File: src/rtl/hpt_axis_param_pkg.sv
// Shared types and helpers for the parametrised HPT-axis controller.
package hpt_axis_param_pkg;

  typedef enum logic [2:0] {
    ST_IDLE         = 3'd0,
    ST_TRIGGERED    = 3'd1,
    ST_HYPOTHALAMUS = 3'd2,
    ST_PITUITARY    = 3'd3,
    ST_THYROID      = 3'd4,
    ST_REESTABLISH  = 3'd5,
    ST_SUPPRESS     = 3'd6,
    ST_FAULT        = 3'd7
  } state_e;

  typedef enum logic [1:0] {
    RESP_HEALTHY = 2'd0,
    RESP_LOW     = 2'd1,
    RESP_HIGH    = 2'd2,
    RESP_FAULT   = 2'd3
  } resp_e;

  typedef enum logic [1:0] {
    MODE_NORMAL = 2'd0,
    MODE_HYPO   = 2'd1,
    MODE_HYPER  = 2'd2,
    MODE_FAIL   = 2'd3
  } mode_e;

  // Response code shown for each controller state.
  function automatic resp_e state_response(input state_e s);
    case (s)
      ST_IDLE, ST_REESTABLISH: return RESP_HEALTHY;
      ST_SUPPRESS:             return RESP_HIGH;
      ST_FAULT:                return RESP_FAULT;
      default:                 return RESP_LOW;
    endcase
  endfunction

  // a + d clamped to [0, 2^w-1]; callers truncate the result to w bits.
  // Valid for w up to 31.
  function automatic logic [31:0] sat_add(input logic [31:0] a,
                                          input logic signed [31:0] d,
                                          input int unsigned w);
    logic signed [33:0] sum;
    logic signed [33:0] top;
    sum = $signed({2'b00, a}) + $signed({{2{d[31]}}, d});
    top = (34'sd1 <<< w) - 34'sd1;
    if (sum < 34'sd0) return 32'd0;
    if (sum > top) return top[31:0];
    return sum[31:0];
  endfunction

endpackage

File: src/rtl/hpt_level_reg.sv
// Saturating hormone level register: two signed deltas applied in order,
// each step clamped, with an optional direct load.
module hpt_level_reg
  import hpt_axis_param_pkg::*;
#(
  parameter int unsigned LEVEL_W   = 8,
  parameter int unsigned RESET_VAL = 0
) (
  input  logic                      clk,
  input  logic                      rst,
  input  logic                      load_i,
  input  logic [LEVEL_W-1:0]        load_val_i,
  input  logic signed [LEVEL_W+1:0] delta_a_i,
  input  logic signed [LEVEL_W+1:0] delta_b_i,
  output logic [LEVEL_W-1:0]        level_d_o,
  output logic [LEVEL_W-1:0]        level_q_o
);

  logic [LEVEL_W-1:0] level_q;
  logic [LEVEL_W-1:0] level_d;
  logic [LEVEL_W-1:0] step1;

  // Next level: clamp after the first delta, then again after the second.
  always_comb begin
    step1   = LEVEL_W'(sat_add(32'(level_q), 32'(delta_a_i), LEVEL_W));
    level_d = LEVEL_W'(sat_add(32'(step1), 32'(delta_b_i), LEVEL_W));
    if (load_i) level_d = load_val_i;
  end

  // Level storage.
  always_ff @(posedge clk or posedge rst) begin
    if (rst) level_q <= LEVEL_W'(RESET_VAL);
    else     level_q <= level_d;
  end

  assign level_d_o = level_d;
  assign level_q_o = level_q;

endmodule

File: src/rtl/hpt_axis_param.sv
// HPT-axis controller: episode FSM driving three saturating hormone levels,
// with negative-feedback suppression, pathology modes and a THYROID timeout.
module hpt_axis_param
  import hpt_axis_param_pkg::*;
#(
  parameter int unsigned LEVEL_W   = 8,
  parameter int unsigned SET_POINT = 128,
  parameter int unsigned HYST      = 16,
  parameter int unsigned STEP      = 8,
  parameter int unsigned KICK      = 32,
  parameter int unsigned DWELL     = 4,
  parameter int unsigned TIMEOUT   = 64
) (
  input  logic               clk,
  input  logic               reset,
  input  logic               trigger_low,
  input  logic               trigger_high,
  input  logic [1:0]         mode,
  input  logic               clear,
  output logic [2:0]         currentstate,
  output logic [1:0]         response,
  output logic [LEVEL_W-1:0] trh,
  output logic [LEVEL_W-1:0] tsh,
  output logic [LEVEL_W-1:0] t34,
  output logic [9:0]         currentImage,
  output logic               fault
);

  localparam int unsigned DW    = LEVEL_W + 2;
  localparam int unsigned CNT_W = 16;
  localparam logic signed [DW-1:0] STEP_D   = DW'(STEP);
  localparam logic signed [DW-1:0] HALF_D   = DW'(STEP >> 1);
  localparam logic signed [DW-1:0] DOUBLE_D = DW'(STEP << 1);
  localparam logic signed [DW-1:0] KICK_D   = DW'(KICK);
  localparam logic [LEVEL_W-1:0] SP_L = LEVEL_W'(SET_POINT);
  localparam logic [LEVEL_W-1:0] HI_L = LEVEL_W'(SET_POINT + HYST);
  localparam logic [LEVEL_W-1:0] LO_L = LEVEL_W'(SET_POINT - HYST);

  state_e state_q, state_d;
  mode_e  mode_q, mode_d;
  logic [CNT_W-1:0] cnt_q, cnt_d;   // cycles spent in the current state
  resp_e  resp_q;
  logic [9:0] image_q;
  logic   fault_q;
  logic [7:0] state_onehot;

  logic signed [DW-1:0] trh_delta, tsh_delta, t34_delta, trig_delta;
  logic [LEVEL_W-1:0] trh_q, tsh_q, t34_q;
  logic [LEVEL_W-1:0] trh_d, tsh_d, t34_d;
  logic body_low, body_high;

  // External triggers; opposing pulses cancel.
  always_comb begin
    trig_delta = '0;
    if (trigger_low && !trigger_high)      trig_delta = -KICK_D;
    else if (trigger_high && !trigger_low) trig_delta = KICK_D;
  end

  // Per-state hormone drive; depends only on registered state and mode.
  always_comb begin
    trh_delta = '0;
    tsh_delta = '0;
    t34_delta = '0;
    case (state_q)
      ST_HYPOTHALAMUS: trh_delta = STEP_D;
      ST_PITUITARY:    tsh_delta = STEP_D;
      ST_THYROID: begin
        case (mode_q)
          MODE_NORMAL: t34_delta = STEP_D;
          MODE_HYPO:   t34_delta = HALF_D;
          MODE_HYPER:  t34_delta = DOUBLE_D;
          default:     t34_delta = '0;
        endcase
      end
      ST_REESTABLISH: begin
        trh_delta = -STEP_D;
        tsh_delta = -STEP_D;
      end
      ST_SUPPRESS: begin
        trh_delta = -STEP_D;
        tsh_delta = -STEP_D;
        t34_delta = (mode_q == MODE_HYPER) ? -HALF_D : -STEP_D;
      end
      default: ;
    endcase
  end

  hpt_level_reg #(.LEVEL_W(LEVEL_W), .RESET_VAL(0)) u_trh (
    .clk(clk), .rst(reset), .load_i(1'b0), .load_val_i('0),
    .delta_a_i(trh_delta), .delta_b_i('0),
    .level_d_o(trh_d), .level_q_o(trh_q)
  );

  hpt_level_reg #(.LEVEL_W(LEVEL_W), .RESET_VAL(0)) u_tsh (
    .clk(clk), .rst(reset), .load_i(1'b0), .load_val_i('0),
    .delta_a_i(tsh_delta), .delta_b_i('0),
    .level_d_o(tsh_d), .level_q_o(tsh_q)
  );

  hpt_level_reg #(.LEVEL_W(LEVEL_W), .RESET_VAL(SET_POINT)) u_t34 (
    .clk(clk), .rst(reset), .load_i(1'b0), .load_val_i('0),
    .delta_a_i(t34_delta), .delta_b_i(trig_delta),
    .level_d_o(t34_d), .level_q_o(t34_q)
  );

  assign body_low  = (t34_q < LO_L);
  assign body_high = (t34_q > HI_L);

  // Next-state logic; phase transitions test the updated (next) levels.
  always_comb begin
    state_d = state_q;
    mode_d  = mode_q;
    case (state_q)
      ST_IDLE: begin
        if (body_low) begin
          state_d = ST_TRIGGERED;
          mode_d  = mode_e'(mode);
        end else if (body_high) begin
          state_d = ST_SUPPRESS;
          mode_d  = mode_e'(mode);
        end
      end
      ST_TRIGGERED:    if (cnt_q == CNT_W'(DWELL - 1)) state_d = ST_HYPOTHALAMUS;
      ST_HYPOTHALAMUS: if (trh_d >= SP_L) state_d = ST_PITUITARY;
      ST_PITUITARY:    if (tsh_d >= SP_L) state_d = ST_THYROID;
      ST_THYROID: begin
        if (t34_d >= SP_L)                       state_d = ST_REESTABLISH;
        else if (cnt_q == CNT_W'(TIMEOUT - 1))   state_d = ST_FAULT;
      end
      ST_REESTABLISH:  if (trh_d == '0 && tsh_d == '0) state_d = ST_IDLE;
      ST_SUPPRESS:     if (t34_d <= HI_L) state_d = ST_IDLE;
      ST_FAULT:        if (clear) state_d = ST_REESTABLISH;
      default:         state_d = ST_IDLE;
    endcase
    cnt_d = (state_d != state_q) ? '0 : cnt_q + CNT_W'(1);
  end

  assign state_onehot = 8'b1 << state_q;

  // State, latched mode, phase counter and the registered display decodes.
  always_ff @(posedge clk or posedge reset) begin
    if (reset) begin
      state_q <= ST_IDLE;
      mode_q  <= MODE_NORMAL;
      cnt_q   <= '0;
      resp_q  <= RESP_HEALTHY;
      image_q <= 10'b00_0000_0001;
      fault_q <= 1'b0;
    end else begin
      state_q <= state_d;
      mode_q  <= mode_d;
      cnt_q   <= cnt_d;
      resp_q  <= state_response(state_q);
      image_q <= {mode_q, state_onehot};
      fault_q <= (state_q == ST_FAULT);
    end
  end

  assign currentstate = state_q;
  assign response     = resp_q;
  assign currentImage = image_q;
  assign fault        = fault_q;
  assign trh          = trh_q;
  assign tsh          = tsh_q;
  assign t34          = t34_q;

endmodule
File: config.mk
export PLATFORM = sky130hd
export DESIGN_NAME = hpt_axis_param
export DESIGN_NICKNAME = d
export VERILOG_FILES = /design/src/rtl/hpt_axis_param_pkg.sv /design/src/rtl/hpt_level_reg.sv /design/src/rtl/hpt_axis_param.sv
export SDC_FILE = /design/constraint.sdc
export NUM_CORES = 1
export LEC_CHECK = 0
export CORE_MARGIN = 1
export CORE_UTILIZATION = 50
export CTS_CLUSTER_SIZE = 40
export DETAILED_ROUTE_END_ITERATION = 16
export GPL_ROUTABILITY_DRIVEN = 0
export PLACE_DENSITY_LB_ADDON = 0.25
export SYNTH_ARGS = -nofsm -noshare
export SYNTH_HDL_FRONTEND = slang
export SYNTH_SLANG_ARGS = --single-unit
export TNS_END_PERCENT = 20
File: constraint.sdc
create_clock -name clk -period 6.5 [get_ports clk]
set_input_delay 0.975 -clock clk [delete_from_list [all_inputs] [get_ports clk]]
set_output_delay 0.975 -clock clk [all_outputs]
set_load 0.01 [all_outputs]
==> flow_metrics.tcl <==
set metrics [dict create \
    outcome "completed" \
    clkSinkCount 57 \
    clock-root-buffer "sky130_fd_sc_hd__clkbuf_8" \
    synth.area.mux_share_pct 1.59 \
    synth_compound_gate_area_share_pct 16.8 \
    slew_violations 0 \
    initialDrtViolationCount 157 \
    synth-async-reset-ratio_pct 100 \
    synthSimpleGateAreaFrac_pct 22.0 \
    number_of_cells_on_the_worst_reg_to_reg_path 17 \
    worstSetupStartpointType "flop" \
    synthToLayoutAreaGrowth_pct 19.3 \
    mostFrequentLayoutCell "sky130_fd_sc_hd__dfrtp_1" \
    insertion_delay_ns 0.34 \
    avgSynthCellArea_um2 9.87 \
    yosys.area_share.adder_pct 10.6 \
    crit_path_cell_trace "nand2_1 -> inv_1 -> ha_1 -> nor2_1 -> and2b_1 -> o22ai_1 -> mux2i_1 -> o31ai_1 -> ha_1 -> fa_1 -> a21boi_0 -> o31ai_1 -> inv_1 -> nand2_1 -> o2111ai_2 -> o221ai_4 -> nor3_1" \
    critical-path-top-delay-family "compound AO/OA/AOI/OAI gates" \
    timing.hold.worst.start "mode_q[1]" \
    netlist-cell-type-count 71 \
    max_clock_freq_mhz 182 \
    grt_first_pass_wirelength_um 13600 \
    std_cell_rows 30 \
    synth-main-ff-cell "sky130_fd_sc_hd__dfrtp_1" \
    critical_path_class "flop to flop" \
    post-route-min-period_ns 5.50 \
    timing.rr.start "currentstate[1]" \
    finalSetupViolCount 0 \
    mostFrequentLayoutCells "sky130_fd_sc_hd__dfrtp_1 (55), sky130_fd_sc_hd__nor2_1 (48), sky130_fd_sc_hd__clkdlybuf4s50_1 (46)" \
    tritoncts "built" \
    drt_pass1_iterations 4 \
    post_synth_edffs 0 \
    num_cts_buffers 9 \
    grt_setup_unrepaired "false" \
    antenna_cells_inserted 0 \
    clk_pin_slew_ns 0.07 \
    die_h_um 87.9 \
    worst_r2r_endpoint "cnt_q[15]" \
    worstPathRequired_ns 6.69 \
    overflow 0 \
    cp_num_buf_inv 2 \
    cts-resized-gates 0 \
    worstHoldPathType "flop to flop" \
    antenna_found_initial 0 \
    synth_sequential_area_ratio_pct 38.7 \
    synth-warning-count 0 \
    grt_max_degree 58 \
    max_slew.worst_pin.slew_ns 0.725 \
    layout.nets 459 \
    min_period_over_period_pct 84.7 \
    core_um2 6940 \
    grt_usage_pct 23.0 \
    ctsHoldBuffers 0 \
    post_cts_buffers 0 \
    timing.critical_path.slowest_cell_delay_ns 0.80 \
    synth_top_family_by_area "simple AND/OR/NAND/NOR gates" \
    post_synth_inst_count 374 \
    yosys_register_bits 57 \
    ant_nets 0 \
    detail_route.vias_per_cell 5.63 \
    buffer_ports.inserted 46 \
    endpoint_kind "flop" \
    min_to "currentImage[9]" \
    wirelength_um 7970 \
    dr_total_vias 2949 \
    setup.worst_path.start "currentstate[1]" \
    floorplan.io_pins 47 \
    first_global_vias 2985 \
    timing.hold.worst_path_depth 0 \
    critPathSlowestCell "sky130_fd_sc_hd__dfrtp_1" \
    fp.dieArea_um2 7730 \
    critical_path_peak_fanout 23 \
    setup.reg_to_reg.worst_slack_ns 1.0 \
    worstPathArrival_ns 5.69 \
    post_synth_instance_area_um2 3690 \
    setup-tns-final_ns 0 \
    finalClockSkew_ns 0.00667 \
    drcViolationCount 0 \
    initial_utilization_pct 53.2 \
    synthXorXnorAreaFrac_pct 5.46 \
    post_detailed_placement_half_perimeter_wirelength_um 5690 \
    synth_fp_nets 410 \
    max-clock-path-buffers 2 \
    layout-drive-gt1-share_pct 11.0 \
    hold_viol 0 \
    worst_slew_slack_as_a_fraction_of_its_limit_pct 51.3 \
    detail_route.wl_per_cell_um 15.2 \
    die_width_um 87.9 \
    max-cap-violations 0 \
    ctsHtreeMaxLevel 3 \
]
-- synthesized netlist by cell type (all sizes together) (4+ instances only) --
library cell,n,share of area (%)
a21oi,19,2.6
xnor2,14,3.3
inv,25,2.5
dfrtp,55,37
nor3b,4,0.81
a21o,7,1.4
a211oi,5,1.2
nand4,4,0.68
ha,25,8.5
buf,8,2.1
mux2,4,1.3
o21bai,5,1.0
or3,4,0.68
and2,4,0.68
nor2,48,4.9
xor2,9,2.1
fa,4,2.2
nand2,21,2.1
nor4,5,1.6
nor2b,5,0.85
nand3,10,1.4
o22ai,4,0.68
o21ai,10,1.7
nor3,22,4.5
-- per-layer routing --
metal	vias to the layer above	GRT usage, %	share of wire, %
met5	-	0	0
met4	0	11.9	1.9
met3	15	4.24	5.3
met2	80	36.9	47
met1	1416	29.6	46
li1	1438	-	-
-- cells by family (layout without fill, tap and decap cells) --
logic type	Yosys count	in the layout
simple gates	146	146
buf+inv	34	88
xor+xnor	23	23
flops	57	57
mux	5	5
compound gates	80	80
fa+ha+maj	29	29
-- sequential cells by signal, summed over array words and instances, names as in the netlist --
name and flops:
cnt_q 16, currentImage 10, currentstate 3, mode_q 2
response 2, u_t34.level_q_o 8, u_trh.level_q_o 8, u_tsh.level_q_o 8
-- stage by stage --
stage | area, um2 | worst slack [ns] | hold WS (ns) | util [%] | instances
final | 4410 | 0.996 | 0.447 | 63.4 | 524
after global routing | 4410 | 0.626 | 0.473 | 63.4 | 524
after CTS | 4410 | 1.05 | 0.449 | 63.4 | 524
after detailed placement | 4200 | 1.15 | 0.433 | 60.5 | 508
after global placement | 4200 | 1.43 | 0.430 | 60.5 | 508
after floorplan | 3690 | 1.68 | 0.404 | - | 374
-- cell type report --
type | instances | area (um2)
multi-input cells | 283 | 2090
clock buffers | 14 | 173
well taps | 96 | 120
inverters | 25 | 93.8
fillers | 582 | 2540
flip-flops and latches | 57 | 1430
repair buffers | 47 | 468
clock inverters | 2 | 35.0
-- worst max-delay path by stage --
stage | endpoint | slack (ns) | depth (start not counted)
6_report | cnt_q[15] | 1.0 | 17
5_1_grt | cnt_q[15] | 0.63 | 17
4_1_cts | cnt_q[15] | 1.05 | 17
3_5_place_dp | cnt_q[3] | 1.15 | 17
3_3_place_gp | cnt_q[3] | 1.43 | 17
2_1_floorplan | cnt_q[10] | 1.68 | 20
Power is left out: the tool's default activity adds up to more than one toggle a clock period on the data nets, which glitch-free logic cannot reach.
